[src/rtl/pipe_stage_reg_if.sv]
// Handshake bundle for pipe_stage_reg.
// slave is the stage side, master the driver/observer side.
interface pipe_stage_reg_if #(
  parameter int CTRL_W = 7,
  parameter int DATA_W = 121
);
  logic              valid_i;
  logic              ready_o;
  logic [CTRL_W-1:0] ctrl_i;
  logic [DATA_W-1:0] data_i;
  logic              flush_i;
  logic              valid_o;
  logic              ready_i;
  logic [CTRL_W-1:0] ctrl_o;
  logic [DATA_W-1:0] data_o;
  logic [1:0]        count_o;

  modport slave (
    input  valid_i, ctrl_i, data_i,
    input  flush_i, ready_i,
    output ready_o, valid_o, ctrl_o,
    output data_o, count_o
  );

  modport master (
    output valid_i, ctrl_i, data_i,
    output flush_i, ready_i,
    input  ready_o, valid_o, ctrl_o,
    input  data_o, count_o
  );
endinterface

[src/rtl/pipe_stage_reg.sv]
// Elastic pipeline register with optional 2-entry skid buffer.
// Control is zeroed on bubble/flush; data only clears at reset.
module pipe_stage_reg #(
  parameter int CTRL_W = 7,
  parameter int DATA_W = 121,
  parameter bit SKID   = 1'b1
) (
  input logic            clk_i,
  input logic            start_i,
  pipe_stage_reg_if.slave bus
);

  typedef enum logic [1:0] {
    EMPTY = 2'd0,
    ONE   = 2'd1,
    TWO   = 2'd2
  } state_t;

  state_t state, nxt;

  logic [CTRL_W-1:0] main_ctrl, skid_ctrl;
  logic [DATA_W-1:0] main_data, skid_data;

  logic valid, ready, acc, rel;
  logic ld_main, ld_skid, shift;
  logic clr_main, clr_skid;

  assign valid = (state != EMPTY);
  assign ready = SKID ? (state != TWO)
                      : (bus.ready_i | ~valid);
  assign acc   = bus.valid_i & ready;
  assign rel   = valid & bus.ready_i;

  always_comb begin
    nxt      = state;
    ld_main  = 1'b0;
    ld_skid  = 1'b0;
    shift    = 1'b0;
    clr_main = 1'b0;
    clr_skid = 1'b0;
    if (bus.flush_i) begin
      nxt      = EMPTY;
      clr_main = 1'b1;
      clr_skid = 1'b1;
    end else begin
      unique case (state)
        EMPTY: begin
          if (acc) begin
            ld_main = 1'b1;
            nxt     = ONE;
          end
        end
        ONE: begin
          unique case (1'b1)
            acc & rel: ld_main = 1'b1;
            acc & ~rel: begin
              if (SKID) begin
                ld_skid = 1'b1;
                nxt     = TWO;
              end
            end
            ~acc & rel: begin
              clr_main = 1'b1;
              nxt      = EMPTY;
            end
            default: ;
          endcase
        end
        TWO: begin
          if (rel) begin
            shift    = 1'b1;
            clr_skid = 1'b1;
            nxt      = ONE;
          end
        end
        default: nxt = EMPTY;
      endcase
    end
  end

  always_ff @(posedge clk_i or negedge start_i) begin
    if (!start_i) state <= EMPTY;
    else          state <= nxt;
  end

  // Data fields keep stale values on clear; only ctrl marks a NOP.
  always_ff @(posedge clk_i or negedge start_i) begin
    if (!start_i) begin
      main_ctrl <= '0;
      main_data <= '0;
      skid_ctrl <= '0;
      skid_data <= '0;
    end else begin
      if (clr_main) begin
        main_ctrl <= '0;
      end else if (ld_main) begin
        main_ctrl <= bus.ctrl_i;
        main_data <= bus.data_i;
      end else if (shift) begin
        main_ctrl <= skid_ctrl;
        main_data <= skid_data;
      end
      if (clr_skid) begin
        skid_ctrl <= '0;
      end else if (ld_skid) begin
        skid_ctrl <= bus.ctrl_i;
        skid_data <= bus.data_i;
      end
    end
  end

  assign bus.valid_o = valid;
  assign bus.ready_o = ready;
  assign bus.ctrl_o  = main_ctrl;
  assign bus.data_o  = main_data;
  assign bus.count_o = state;

endmodule

[src/flat_wrapper.sv]
// flat-port wrapper written by rule: the top's interface ports become plain ports
module pipe_stage_reg_flat 
#(
  parameter int CTRL_W = 7,
  parameter int DATA_W = 121,
  parameter bit SKID   = 1'b1
)
  (clk_i, start_i, bus_valid_i, bus_ctrl_i, bus_data_i, bus_flush_i, bus_ready_i, bus_ready_o, bus_valid_o, bus_ctrl_o, bus_data_o, bus_count_o);
  pipe_stage_reg_if #(.CTRL_W(CTRL_W), .DATA_W(DATA_W)) bus_i ();
  input logic clk_i;
  input logic start_i;
  input wire logic [$bits(bus_i.valid_i)-1:0] bus_valid_i;
  input wire logic [$bits(bus_i.ctrl_i)-1:0] bus_ctrl_i;
  input wire logic [$bits(bus_i.data_i)-1:0] bus_data_i;
  input wire logic [$bits(bus_i.flush_i)-1:0] bus_flush_i;
  input wire logic [$bits(bus_i.ready_i)-1:0] bus_ready_i;
  output wire logic [$bits(bus_i.ready_o)-1:0] bus_ready_o;
  output wire logic [$bits(bus_i.valid_o)-1:0] bus_valid_o;
  output wire logic [$bits(bus_i.ctrl_o)-1:0] bus_ctrl_o;
  output wire logic [$bits(bus_i.data_o)-1:0] bus_data_o;
  output wire logic [$bits(bus_i.count_o)-1:0] bus_count_o;
  assign bus_i.valid_i = bus_valid_i;
  assign bus_i.ctrl_i = bus_ctrl_i;
  assign bus_i.data_i = bus_data_i;
  assign bus_i.flush_i = bus_flush_i;
  assign bus_i.ready_i = bus_ready_i;
  assign bus_ready_o = bus_i.ready_o;
  assign bus_valid_o = bus_i.valid_o;
  assign bus_ctrl_o = bus_i.ctrl_o;
  assign bus_data_o = bus_i.data_o;
  assign bus_count_o = bus_i.count_o;
  pipe_stage_reg #(.CTRL_W(CTRL_W), .DATA_W(DATA_W), .SKID(SKID)) u_core (.clk_i(clk_i), .start_i(start_i), .bus(bus_i));
endmodule
[config.mk]
export PLATFORM = sky130hd
export DESIGN_NAME = pipe_stage_reg_flat
export DESIGN_NICKNAME = d
export VERILOG_FILES = /design/src/rtl/pipe_stage_reg_if.sv /design/src/rtl/pipe_stage_reg.sv /design/src/flat_wrapper.sv
export SDC_FILE = /design/constraint.sdc
export NUM_CORES = 1
export LEC_CHECK = 0
export CAP_MARGIN = 10
export CORE_MARGIN = 3
export CORE_UTILIZATION = 50
export CTS_BUF_LIST = sky130_fd_sc_hd__clkbuf_4 sky130_fd_sc_hd__clkbuf_8
export CTS_CLUSTER_DIAMETER = 80
export DETAILED_ROUTE_END_ITERATION = 12
export GPL_TIMING_DRIVEN = 0
export PLACE_DENSITY = 0.84
export SYNTH_ARGS = -nofsm -noshare
export SYNTH_HDL_FRONTEND = slang
export SYNTH_SLANG_ARGS = --single-unit
[constraint.sdc]
create_clock -name clk_i -period 4.9 [get_ports clk_i]
set_input_delay 0.735 -clock clk_i [delete_from_list [all_inputs] [get_ports clk_i]]
set_output_delay 0.735 -clock clk_i [all_outputs]
set_load 0.01 [all_outputs]
==> flow_summary.html <==
<table>
<tr><th>Metric</th><th>Value</th></tr>
<tr><th colspan="2">Layout</th></tr>
<tr><td>Final Core Density</td><td>0.692</td></tr>
<tr><td>Final antenna diode count</td><td>0</td></tr>
<tr><td>Number of nets in the layout</td><td>1,318</td></tr>
<tr><td>Share of layout cells above drive strength 1</td><td>0.278</td></tr>
<tr><td>Area delta synth-&gt;final</td><td>34.7%</td></tr>
<tr><th colspan="2">Synthesis</th></tr>
<tr><td>Post-Syn Nets</td><td>1,006</td></tr>
<tr><td>Mean cell area of the mapped netlist</td><td>13.5 um2</td></tr>
<tr><td>#FFs+latches synth</td><td>258</td></tr>
<tr><td>Combined area of all synthesized cells</td><td>11,800 um2</td></tr>
<tr><td>Library cells used by synthesis</td><td>27</td></tr>
<tr><td>Sequential share of the synthesized area</td><td>0.548</td></tr>
<tr><td>Gate Count Post-Synth</td><td>870</td></tr>
<tr><td>Synth Warn #</td><td>0</td></tr>
<tr><th colspan="2">Critical path</th></tr>
<tr><td>Worst setup SP type</td><td>register</td></tr>
<tr><td>Top fanout value on the critical path</td><td>10</td></tr>
<tr><td>Arrival time reported for the critical path endpoint</td><td>3.20 ns</td></tr>
<tr><td>Capture point of the worst reg-to-reg path</td><td>u_core.bus.data_o[63]</td></tr>
<tr><td>FF-to-FF setup slack</td><td>2.10 ns</td></tr>
<tr><td>Critical path required time</td><td>5.30 ns</td></tr>
<tr><td>Start of the worst register-to-register path</td><td>u_core.bus.count_o[1]</td></tr>
<tr><td>Endpoint class of the critical path</td><td>register</td></tr>
<tr><td>Cells on worst reg2reg path</td><td>10</td></tr>
<tr><td>Type of the setup path with the least slack</td><td>register to register</td></tr>
<tr><td>Termination of the worst setup path</td><td>u_core.bus.data_o[63]</td></tr>
<tr><td>Startpoint of the worst setup timing path</td><td>u_core.bus.count_o[1]</td></tr>
<tr><th colspan="2">Clock tree</th></tr>
<tr><td>TritonCTS buffer count</td><td>44</td></tr>
<tr><td>Post-CTS Setup Repair Bufs</td><td>0</td></tr>
<tr><td>Clock buffer depth</td><td>3</td></tr>
<tr><td>Clock Pin Slew Worst Setup and Hold Paths</td><td>0.06 ns</td></tr>
<tr><td>H-tree depth reported by CTS</td><td>2</td></tr>
<tr><td>Post-CTS sizing</td><td>0</td></tr>
<tr><td>Hold buffer count at cts</td><td>0</td></tr>
<tr><td>CTS tree</td><td>done</td></tr>
<tr><td>Number of clock sinks</td><td>258</td></tr>
<tr><td>Clock latency on the worst-skew pair</td><td>0.53 ns</td></tr>
<tr><td>Cell at the root of the clock tree</td><td>sky130_fd_sc_hd__clkbuf_8</td></tr>
<tr><th colspan="2">Routing</th></tr>
<tr><td>Number of DRC markers after the initial detailed-route iteration</td><td>358</td></tr>
<tr><td>Total detailed-routing wirelength</td><td>29,900 um</td></tr>
<tr><td>Average detailed-routed wire length per instance</td><td>19.6 um</td></tr>
<tr><td>Routed Antenna Nets</td><td>0</td></tr>
<tr><td>DRC Markers</td><td>0</td></tr>
<tr><td>Vias per Instance</td><td>5.39</td></tr>
<tr><td>Total via count after detailed routing</td><td>8,244</td></tr>
<tr><td>Detailed-router iteration count before antenna repair</td><td>5</td></tr>
<tr><th colspan="2">Placement</th></tr>
<tr><td>Placed wire-length estimate after detailed placement</td><td>20,400 um</td></tr>
<tr><td>Final weighted congestion in routability-driven placement</td><td>0.798</td></tr>
<tr><td>Number of input and output port buffers inserted</td><td>264</td></tr>
<tr><th colspan="2">STA</th></tr>
<tr><td>Setup repair after global routing missed its margin</td><td>no</td></tr>
<tr><td>Worst clock skew on the final layout</td><td>0.0152 ns</td></tr>
<tr><td>Count of final max-slew check failures</td><td>0</td></tr>
<tr><td>Final Critical Period</td><td>2.80 ns</td></tr>
<tr><td>Max frequency</td><td>0.357 GHz</td></tr>
<tr><td>Slew Limit Headroom</td><td>0.229</td></tr>
<tr><td>Final period util</td><td>0.572</td></tr>
<tr><td>Final hold violations</td><td>0</td></tr>
<tr><td>Final-report setup violation count</td><td>0</td></tr>
<tr><td>Worst Tran Pin Value</td><td>1.15 ns</td></tr>
<tr><td>Hold Worst Slack</td><td>0.136 ns</td></tr>
<tr><th colspan="2">Pwr</th></tr>
<tr><td>Peak ir drop on the vdd network</td><td>345 uV</td></tr>
<tr><td>Leakage component of the power</td><td>7.09 nW</td></tr>
<tr><td>Power per cell area</td><td>521 nW/um2</td></tr>
<tr><td>Post-layout total power</td><td>8.26 mW</td></tr>
<tr><th colspan="2">Floorplan</th></tr>
<tr><td>Number of I/O pins</td><td>265</td></tr>
<tr><td>DIE WIDTH</td><td>159 um</td></tr>
<tr><td>Height of the chip</td><td>159 um</td></tr>
<tr><td>Row cnt</td><td>55</td></tr>
<tr><td>Die outline area</td><td>25,400 um2</td></tr>
<tr><td>Starting utilization of the core area</td><td>0.514</td></tr>
<tr><td>Core area</td><td>22,900 um2</td></tr>
<tr><th colspan="2">GRT</th></tr>
<tr><td>Via count of the first global-routing pass</td><td>8,917</td></tr>
<tr><td>All-Layer GR Usage</td><td>0.234</td></tr>
<tr><td>Overflow after GRT</td><td>0</td></tr>
<tr><td>First-pass GRT wire length</td><td>48,400 um</td></tr>
<tr><td>Maximum number of pins on one net before global-route repair</td><td>119</td></tr>
<tr><td>Antenna violations before repair</td><td>0</td></tr>
<tr><th colspan="2">Min path</th></tr>
<tr><td>Hold/Removal Path Class</td><td>input pin to asynchronous set/reset pin</td></tr>
<tr><th colspan="2">Run status</th></tr>
<tr><td>Status</td><td>complete, no violations</td></tr>
<tr><th colspan="2">Job</th></tr>
<tr><td>Reported max-cap violation count</td><td>0</td></tr>
</table>
## critical path, stage by stage (launching register included)
cell and delay, ns:
sky130_fd_sc_hd__dfrtp_1 0.45, sky130_fd_sc_hd__or2_2 0.33, sky130_fd_sc_hd__and2_1 0.19, sky130_fd_sc_hd__ha_1 0.20
sky130_fd_sc_hd__mux2_4 0.26, sky130_fd_sc_hd__a21o_1 0.19, sky130_fd_sc_hd__buf_6 0.16, sky130_fd_sc_hd__buf_2 0.24
sky130_fd_sc_hd__clkbuf_1 0.28, sky130_fd_sc_hd__a21oi_1 0.34, sky130_fd_sc_hd__a21oi_4 0.04
## logic make-up (layout without fill, tap and decap cells)
family,count (synthesis),after routing,synth area share
adder cells (fa/ha/maj),3,3,0.00319
AO/OA/AOI/OAI,268,268,0.177
flip-flops,258,258,0.548
buffers and inverters,76,422,0.0385
multiplexers,251,251,0.227
AND/OR/NAND/NOR,14,14,0.00616
## power breakdown
part	switching, mW	internal [mW]
Sequential	0.438	2.91
Combinational	1.27	1.53
Clock	0.846	1.27
Total	2.56	5.70
## synth_stat cells, drive strengths merged
cell type  count  share of area
and3b          1        0.00074
buf           41          0.027
o21ai          7         0.0030
nor2           5         0.0016
or2            1        0.00053
clkbuf        30         0.0097
mux2i        129           0.11
nand2b         1        0.00053
inv            5         0.0016
a211oi         1        0.00064
a21o           1        0.00064
a22o           7         0.0052
and2           3         0.0016
nor2b          1        0.00053
a21oi        251           0.17
a31oi          1        0.00053
ha             3         0.0032
dfrtp        258           0.55
nand2          2        0.00064
mux2         122           0.12
## worst min-delay path by stage
stage                   startpoint  slack (ns)  cells past startpoint                     to
2_1_floorplan              start_i        0.44                      0  u_core.bus.count_o[0]
3_3_place_gp   u_core.skid_ctrl[2]        0.48                      1    u_core.skid_ctrl[2]
3_5_place_dp   u_core.skid_ctrl[0]        0.49                      1    u_core.skid_ctrl[0]
4_1_cts                    start_i        0.14                      1  u_core.skid_data[115]
5_1_grt                    start_i        0.14                      1  u_core.skid_data[115]
6_report                   start_i        0.14                      1  u_core.skid_data[111]
## area by class of cell
class | instances | area, um2
plain buffers | 71 | 434
clock buffers | 78 | 955
well taps | 313 | 392
inverters | 5 | 18.8
flip-flops and latches | 258 | 6460
fillers | 1627 | 7060
repair buffers | 266 | 2700
clock inverters | 2 | 35.0
multi-input cells | 536 | 4870
## sequential cells by signal (all words and copies together) (netlist names)
name	flops
u_core.skid_data	121
u_core.bus.count_o	2
u_core.bus.ctrl_o	7
u_core.skid_ctrl	7
u_core.bus.data_o	121
## layer usage
| layer | routed length, um | vias up | global-route usage |
|---|---|---|---|
| li1 | - | 3760 | - |
| met5 | 0 | - | 0 |
| met3 | 2000 | 55 | 0.0661 |
| met4 | 617 | 0 | 0.0581 |
| met2 | 14500 | 253 | 0.384 |
| met1 | 12800 | 4176 | 0.310 |
## placed cells by master (no fill, tap or decap), types with 6 or more instances in the layout
| master | n |
|---|---|
| sky130_fd_sc_hd__a21oi_2 | 40 |
| sky130_fd_sc_hd__clkbuf_4 | 19 |
| sky130_fd_sc_hd__clkbuf_8 | 59 |
| sky130_fd_sc_hd__buf_2 | 29 |
| sky130_fd_sc_hd__a21oi_4 | 50 |
| sky130_fd_sc_hd__mux2_2 | 121 |
| sky130_fd_sc_hd__buf_6 | 6 |
| sky130_fd_sc_hd__a22o_1 | 7 |
| sky130_fd_sc_hd__mux2i_1 | 129 |
| sky130_fd_sc_hd__o21ai_0 | 7 |
| sky130_fd_sc_hd__a21oi_1 | 161 |
| sky130_fd_sc_hd__clkbuf_1 | 29 |
| sky130_fd_sc_hd__clkdlybuf4s50_1 | 263 |
| sky130_fd_sc_hd__dfrtp_1 | 258 |
## per-stage QoR
step / setup WS (ns) / TNS [ns] / instance area (um2) / std cells
floorplan: 2.42 / 0 / 11800 / 870
finish: 2.10 / 0 / 15900 / 1529
global route: 1.95 / 0 / 15900 / 1529
CTS: 2.07 / 0 / 15900 / 1529
detailed placement: 1.61 / 0 / 14900 / 1449
global placement: -8.06 / -2073.75 / 14800 / 1447
(Power assumes the default switching activity.)
